## config.mk

```make
export PLATFORM = sky130hd
export DESIGN_NAME = switch_debouncer
export DESIGN_NICKNAME = d
export VERILOG_FILES = /design/src/rtl/scic_io_pkg.sv /design/src/rtl/debounce_bit.sv /design/src/rtl/switch_debouncer.sv
export SDC_FILE = /design/constraint.sdc
export NUM_CORES = 1
export LEC_CHECK = 0
export ABC_AREA = 1
export CAP_MARGIN = 20
export CORE_ASPECT_RATIO = 1.4
export CORE_MARGIN = 3
export CORE_UTILIZATION = 56
export CTS_CLUSTER_SIZE = 24
export DETAILED_ROUTE_END_ITERATION = 6
export GPL_TIMING_DRIVEN = 0
export PLACE_DENSITY = 0.8
export SYNTH_ARGS = -nofsm -noshare
export SYNTH_HDL_FRONTEND = slang
export SYNTH_SLANG_ARGS = --single-unit
```

## constraint.sdc

```tcl
create_clock -name clock -period 1.7 [get_ports clock]
set_input_delay 0.34 -clock clock [delete_from_list [all_inputs] [get_ports clock]]
set_output_delay 0.34 -clock clock [all_outputs]
set_load 0.005 [all_outputs]
```

## src/rtl/scic_io_pkg.sv

```systemverilog
// Shared I/O constants for the SCIC front panel, plus the per-bit debounce
// state encoding used by switch_debouncer.
package scic_io_pkg;

  localparam int unsigned SWITCH_WIDTH          = 4;
  localparam int unsigned LED_WIDTH             = 4;
  localparam int unsigned DEFAULT_STABLE_CYCLES = 1000;

  // STABLE: synchronized input agrees with the debounced level, counter idle.
  // PENDING: input disagrees, counting toward the terminal count.
  typedef enum logic {
    DB_STABLE  = 1'b0,
    DB_PENDING = 1'b1
  } db_state_e;

endpackage

```

## src/rtl/debounce_bit.sv

```systemverilog
// Single-bit switch conditioner: two-flop synchronizer, stability counter and
// one-cycle change strobe.
//
// Ports:
//   clock    - system clock, rising edge
//   reset    - synchronous, active-high
//   raw      - asynchronous switch pin
//   level    - debounced value (registered)
//   changed  - registered pulse, high in the first cycle the new level is seen
//   update_c - combinational: level will update at the coming edge
module debounce_bit
  import scic_io_pkg::*;
#(
  parameter int unsigned STABLE_CYCLES = DEFAULT_STABLE_CYCLES
) (
  input  logic clock,
  input  logic reset,
  input  logic raw,
  output logic level,
  output logic changed,
  output logic update_c
);

  localparam int unsigned CNT_W = $clog2(STABLE_CYCLES);
  localparam logic [CNT_W-1:0] CNT_LAST = CNT_W'(STABLE_CYCLES - 1);

  logic            sync1;
  logic            sync2;
  db_state_e       state;
  db_state_e       state_next;
  logic [CNT_W-1:0] cnt;
  logic [CNT_W-1:0] cnt_next;
  logic            level_next;
  logic            mismatch;

  // Synchronizer: raw only ever reaches the rest of the logic through sync2.
  always_ff @(posedge clock) begin
    if (reset) begin
      sync1 <= 1'b0;
      sync2 <= 1'b0;
    end else begin
      sync1 <= raw;
      sync2 <= sync1;
    end
  end

  // State, counter, debounced level and strobe registers.
  always_ff @(posedge clock) begin
    if (reset) begin
      state   <= DB_STABLE;
      cnt     <= '0;
      level   <= 1'b0;
      changed <= 1'b0;
    end else begin
      state   <= state_next;
      cnt     <= cnt_next;
      level   <= level_next;
      changed <= update_c;
    end
  end

  assign mismatch = (sync2 != level);

  // Next-state: a match anywhere restarts the count, so glitches shorter than
  // STABLE_CYCLES never move the level.
  always_comb begin
    state_next = state;
    cnt_next   = cnt;
    level_next = level;
    update_c   = 1'b0;
    case (state)
      DB_STABLE: begin
        if (mismatch) begin
          state_next = DB_PENDING;
          cnt_next   = CNT_W'(1);
        end else begin
          cnt_next = '0;
        end
      end
      DB_PENDING: begin
        if (!mismatch) begin
          state_next = DB_STABLE;
          cnt_next   = '0;
        end else if (cnt == CNT_LAST) begin
          // Terminal count: adopt the synchronized value; counter never wraps.
          state_next = DB_STABLE;
          cnt_next   = '0;
          level_next = sync2;
          update_c   = 1'b1;
        end else begin
          cnt_next = cnt + CNT_W'(1);
        end
      end
    endcase
  end

endmodule

```

## src/rtl/switch_debouncer.sv

```systemverilog
// Debounces the raw front-panel switches feeding the SCIC switches port.
// Each bit is conditioned independently by a debounce_bit instance.
//
// Ports:
//   clock        - system clock, rising edge
//   reset        - synchronous, active-high
//   switches_raw - asynchronous switch pins
//   switches     - debounced switch value
//   changed      - per-bit one-cycle pulse when that bit of switches updates
//   any_changed  - OR of changed (registered alongside it)
module switch_debouncer
  import scic_io_pkg::*;
#(
  parameter int unsigned WIDTH         = SWITCH_WIDTH,
  parameter int unsigned STABLE_CYCLES = DEFAULT_STABLE_CYCLES
) (
  input  logic             clock,
  input  logic             reset,
  input  logic [WIDTH-1:0] switches_raw,
  output logic [WIDTH-1:0] switches,
  output logic [WIDTH-1:0] changed,
  output logic             any_changed
);

  logic [WIDTH-1:0] update_c;

  for (genvar i = 0; i < WIDTH; i++) begin : g_bit
    debounce_bit #(
      .STABLE_CYCLES(STABLE_CYCLES)
    ) u_bit (
      .clock    (clock),
      .reset    (reset),
      .raw      (switches_raw[i]),
      .level    (switches[i]),
      .changed  (changed[i]),
      .update_c (update_c[i])
    );
  end

  // Registered from the same update terms as changed, so it equals |changed.
  always_ff @(posedge clock) begin
    if (reset) begin
      any_changed <= 1'b0;
    end else begin
      any_changed <= |update_c;
    end
  end

endmodule

```

======== Yosys cells after proc, flatten, opt, wreduce, memory -nomap -nowiden ========
Index checks and enable logic that the tools add are counted.
word-level totals
  register bits after elaboration ......... 61
  latch bits .............................. 0
  memory bits (writable) .................. 0
  ROM bits ................................ 0
  bits of input ports ..................... 6
  output and inout port bits .............. 9
  logic and storage cells ................. 90
  memories kept ........................... 0
cells by class
  add/subtract/negate cells ............... 4
  multipliers ............................. 0
  div/mod/pow operators ................... 0
  order comparisons ....................... 0
  equal/unequal tests ..................... 8
  shift-type cells ........................ 0
  mux-type cells .......................... 44
  bitwise gates (word level) .............. 4
  reduce and logical (&&, ||, !) cells .... 5
operators with widths
  cell                                                              count
  10-bit two-way mux                                                8
  10-bit one-hot mux with 2 select lines                            4
  10-bit by 1-bit adder with 10-bit output (second input constant)  4
  10-bit equality test (second input constant)                      4
  1-bit two-way mux                                                 28
  3-bit AND reduction                                               4
  1-bit one-hot mux with 2 select lines                             4
  1-bit != test                                                     4
  1-bit inverter                                                    4
  4-bit OR reduction                                                1

======== Longest topological paths before layout ========
  word-level depth ........................ 5
  gate-level depth with buffers ........... 9
  depth with buffers taken out ............ 9

======== Cells and area by module ========
From an unflattened synthesis, not the netlist that was laid out.
unflattened totals
  cells, all modules ...................... 388
  area total of the unflattened synthesis .. 2775.2 um^2
modules (own cells, without submodules)
  module            instances  cells an instance  area an instance (um^2)  seq. area each (um^2)
  debounce_bit      4          96                 685.7                    300.3
  switch_debouncer  1          4                  32.5                     20.0

======== Least setup slack after synthesis ========
Ideal clock, no wire load.
  kind .................................... reg-to-reg
  start point ............................. register g_bit[0].u_bit.cnt[0]
  end point ............................... register g_bit[0].u_bit.state
  setup time .............................. 0.116 ns
  arrival ................................. 1.125 ns
  required time ........................... 1.584 ns
  slack ................................... 0.459 ns
  cell stages (with the launch flop) ...... 10
  buffers on the path ..................... 1
  cell sequence ........................... dfxtp_1 ha_1 nand2_1 inv_2 nand3_1 nor2_1 nor2_1 nand2_1 buf_4 nand2_1
between the ends
  longest elaborated chain between the ends .. 4
ends and longest elaborated chain
  element                                RTL line            RTL
  from (decl)                            debounce_bit.sv:31  logic [CNT_W-1:0] cnt;
  from (signal assigned)                 debounce_bit.sv:56  cnt <= cnt_next;
  10-bit equality test                   debounce_bit.sv:84  end else if (cnt == CNT_LAST) begin
  1-bit two-way mux                      debounce_bit.sv:84
  1-bit two-way mux                      debounce_bit.sv:81  if (!mismatch) begin
  1-bit one-hot mux with 2 select lines  debounce_bit.sv:71  case (state)
  to (signal assigned)                   debounce_bit.sv:55  state <= state_next;
  to (decl)                              debounce_bit.sv:29  db_state_e state;
No other way between the ends.
A chain may end at the register's enable or synchronous reset.

======== Worst setup path after layout ========
  start point ............................. register g_bit[2].u_bit.level
  end point ............................... output switches[2]
RTL lines
  element                 RTL line                RTL
  from (decl)             debounce_bit.sv:19      output logic level,
  from (signal assigned)  debounce_bit.sv:57      level <= level_next;
  to (decl)               switch_debouncer.sv:20  output logic [WIDTH-1:0] switches,
No word-level cell between the ends.

==> metrics.md <==
| Metric | Value |
|---|---|
| WP data arrival | `1.28 ns` |
| FILL cells | `417` |
| DR vias | `2157` |
| Peak Freq | `619 MHz` |
| DR pass1 iterations | `4` |
| Placed cells | `434` |
| Setup violators final | `0` |
| Netlist cell types | `31` |
| Std cell rows | `29` |
| Register Area | `1230 µm²` |
| Area share of the largest cell type after synthesis | `45.4%` |
| Placed instance area | `2910 µm²` |
| Nets | `393` |
| Clock Path Buffers | `2` |
| M1 wire length | `1970 µm` |
| H-tree depth | `3` |
| Cell Pwr Density | `937 nW/µm²` |
| Largest net degree at the start of global routing | `11` |
| TritonCTS sink count | `61` |
| Resized cells post-CTS | `0` |
| CP Data Required Time | `1.36 ns` |
| DP HPWL | `3170 µm` |
| Register area share after synthesis | `45.4%` |
| Clock-pin slew on the worst setup and hold paths | `0.06 ns` |
| Post-synthesis register bit count | `61` |
| Setup bufs post-CTS | `0` |
| Initial antenna violation count | `0` |
| Post-synthesis cell count | `358` |
| Max Cap Viol | `0` |
| Main flop type after synthesis | `dfxtp_1` |
| Starting Density | `58.9%` |
| 1st-iter DRT viols | `48` |
| Post-layout util | `68.7%` |
| Clk_lat worst skew | `0.34 ns` |
| Synth warnings | `0` |
| Asr flop ratio synth | `0%` |
| Element type at the critical path end | `output port` |
| DR top layer | `met4` |
| P_leak | `1.17 nW` |
| Routed wl met3 | `145 µm` |
| Worst clock skew | `0.00801 ns` |
| Die width | `64.6 µm` |
| Setup CP Type | `flop to output port` |
| RSZ-0062 raised after global routing | `no` |
| EDFF count, synth | `0` |
| Hold-fix buffers, CTS | `0` |
| Final Non-Filler Cells | `450` |
| Number of global-route vias before repair | `1943` |
| Ports | `15` |
| Worst ir drop on vdd | `0.873 mV` |
| Total die area | `5690 µm²` |
| Max_slew headroom | `74.1%` |
| Total GRT Usage | `17.7%` |
| Worst slack at placement | `-0.0708 ns` |
| Detailed-route DRC error count | `0` |
| Worst setup SP type | `flop` |
| Antenna fix cells | `0` |
| Root buffer cell | `clkbuf_8` |
| First-pass GRT wire length | `7710 µm` |
| Final setup TNS | `0 ns` |
| Slew Viols, Final | `0` |
| Synthesized Nets | `368` |
| Met2 Routed Length | `2170 µm` |
| TritonCTS Buffers | `9` |
| Post-route minimum period | `1.62 ns` |
| Hold WC Path Type | `flop to flop` |
| Final Hold Viols | `0` |
| Core area | `4570 µm²` |
| Port Buffers | `14` |
| Synthesis-to-finish area growth | `16.7%` |
| Synth area leader | `dfxtp_1` |
| CP max FO | `4` |
| Worst Tran Pin Value | `0.388 ns` |
| Post-DRT Antenna Nets | `0` |
| GPL Wtd Cong | `0.796` |
| Drt wl/cell | `9.83 µm` |
| TritonCTS clock tree | `done` |
| Syn Std Cell Area | `2690 µm²` |
| Via/cell ratio | `4.79` |
| Status | `complete, no violations` |
| Total Wirelength | `4420 µm` |
| Final instance area | `3140 µm²` |
| Synth top area cells | `dfxtp_1, nor2_1, nand2_1` |
| Final period util | `95.1%` |
| Layout cell share with drive strength beyond 1 | `14.4%` |
| Post-Syn Area per Cell | `7.52 µm²` |
| Congestion Overflow GR | `0` |
| Area occupied by multi-input gates | `1180 µm²` |
| PnR worst setup slack | `0.0832 ns` |
| Die Span Y | `88.0 µm` |
==> registers in the layout, summed over array words and instances, names as in the netlist <==
register / flops
g_bit.u_bit.state: 4
g_bit.u_bit.sync2: 4
g_bit.u_bit.cnt: 40
g_bit.u_bit.level: 4
any_changed: 1
g_bit.u_bit.changed: 4
g_bit.u_bit.sync1: 4
==> cell type report <==
cell class                      instances  share of cell area (%)
Sequential cell                        61                    39.0
Multi-Input combinational cell        233                    37.7
Inverter                               51                    6.10
Clock buffer                           13                    5.06
Timing Repair Buffer                   14                    4.46
Buffer                                 13                    3.03
Tap cell                               62                    2.47
Clock inverter                          3                    2.15
==> synthesized netlist by cell type, types with 3 or more instances <==
| library cell | count |
|---|---|
| nor3_2 | 8 |
| a21boi_1 | 3 |
| ha_1 | 4 |
| a21oi_2 | 3 |
| or2_0 | 4 |
| xnor2_1 | 3 |
| xor2_1 | 10 |
| nor2_2 | 4 |
| a21oi_1 | 14 |
| nor3_1 | 3 |
| nand3_1 | 15 |
| nand2_1 | 65 |
| inv_2 | 7 |
| o21ai_0 | 10 |
| inv_1 | 43 |
| dfxtp_1 | 61 |
| buf_4 | 10 |
| nor2_1 | 67 |
| nand4_1 | 7 |
==> through the flow <==
stage               total power [mW]  hold slack, ns
floorplan                       1.51           0.388
global placement                1.53           0.393
detailed placement              1.54           0.393
CTS                             2.99           0.405
global route                    3.04           0.433
finish                          2.94           0.407
==> path summary, 6_finish.rpt <==
path	startpoint	end	slack (ns)	cells after the start
worst max-delay path	g_bit[2].u_bit.level$_SDFFE_PP0P_	switches[2]	0.08	2
worst max register to register	g_bit[0].u_bit.cnt[0]$_SDFF_PP0_	g_bit[0].u_bit.cnt[9]$_SDFF_PP0_	0.28	9
worst min-delay path	g_bit[1].u_bit.sync1$_SDFF_PP0_	g_bit[1].u_bit.sync2$_SDFF_PP0_	0.41	2
worst min register to register	g_bit[1].u_bit.sync1$_SDFF_PP0_	g_bit[1].u_bit.sync2$_SDFF_PP0_	0.41	2
==> routing by layer <==
metal | GRT usage (%) | vias to the layer above
met4 | 11.3 | 0
met5 | 0 | -
li1 | - | 1159
met2 | 30.8 | 24
met1 | 18.3 | 961
met3 | 5.78 | 13
==> kinds of logic (layout without fill, tap and decap cells) <==
group / count (synthesis) / after routing / synth area share (%)
simple gates: 185 / 185 / 31.4
buf+inv: 64 / 94 / 10.6
flops: 61 / 61 / 45.4
compound gates: 31 / 31 / 6.46
xor+xnor: 13 / 13 / 4.23
fa+ha+maj: 4 / 4 / 1.86
==> layout by cell type, fill, tap and decap left out, types with 4 or more instances in the layout <==
cell type and n:
or2_0 4, clkbuf_8 11, xor2_1 10, nor2_1 67, inv_1 43, nand4_1 7
dfxtp_2 4, nand2_1 65, ha_1 4, o21ai_0 10, nand3_1 15, dfxtp_1 57
buf_4 10, nor2_2 4, a21oi_1 14, nor3_2 8, clkdlybuf4s50_1 14, inv_2 7
==> worst max-delay path, stage by stage (launching register included) <==
cell and delay [ns]:
dfxtp_2 0.35, buf_4 0.11, clkdlybuf4s50_1 0.48
==> power by group <==
part / internal (mW) / switching [mW] / total, mW / leakage, nW
Combinational: 0.0236 / 0.0287 / 0.0524 / 0.561
Sequential: 1.44 / 0.00725 / 1.45 / 0.496
Clock: 0.907 / 0.532 / 1.44 / 0.110
Total: 2.37 / 0.568 / 2.94 / 1.17
Power figures use the tool's default switching activity.
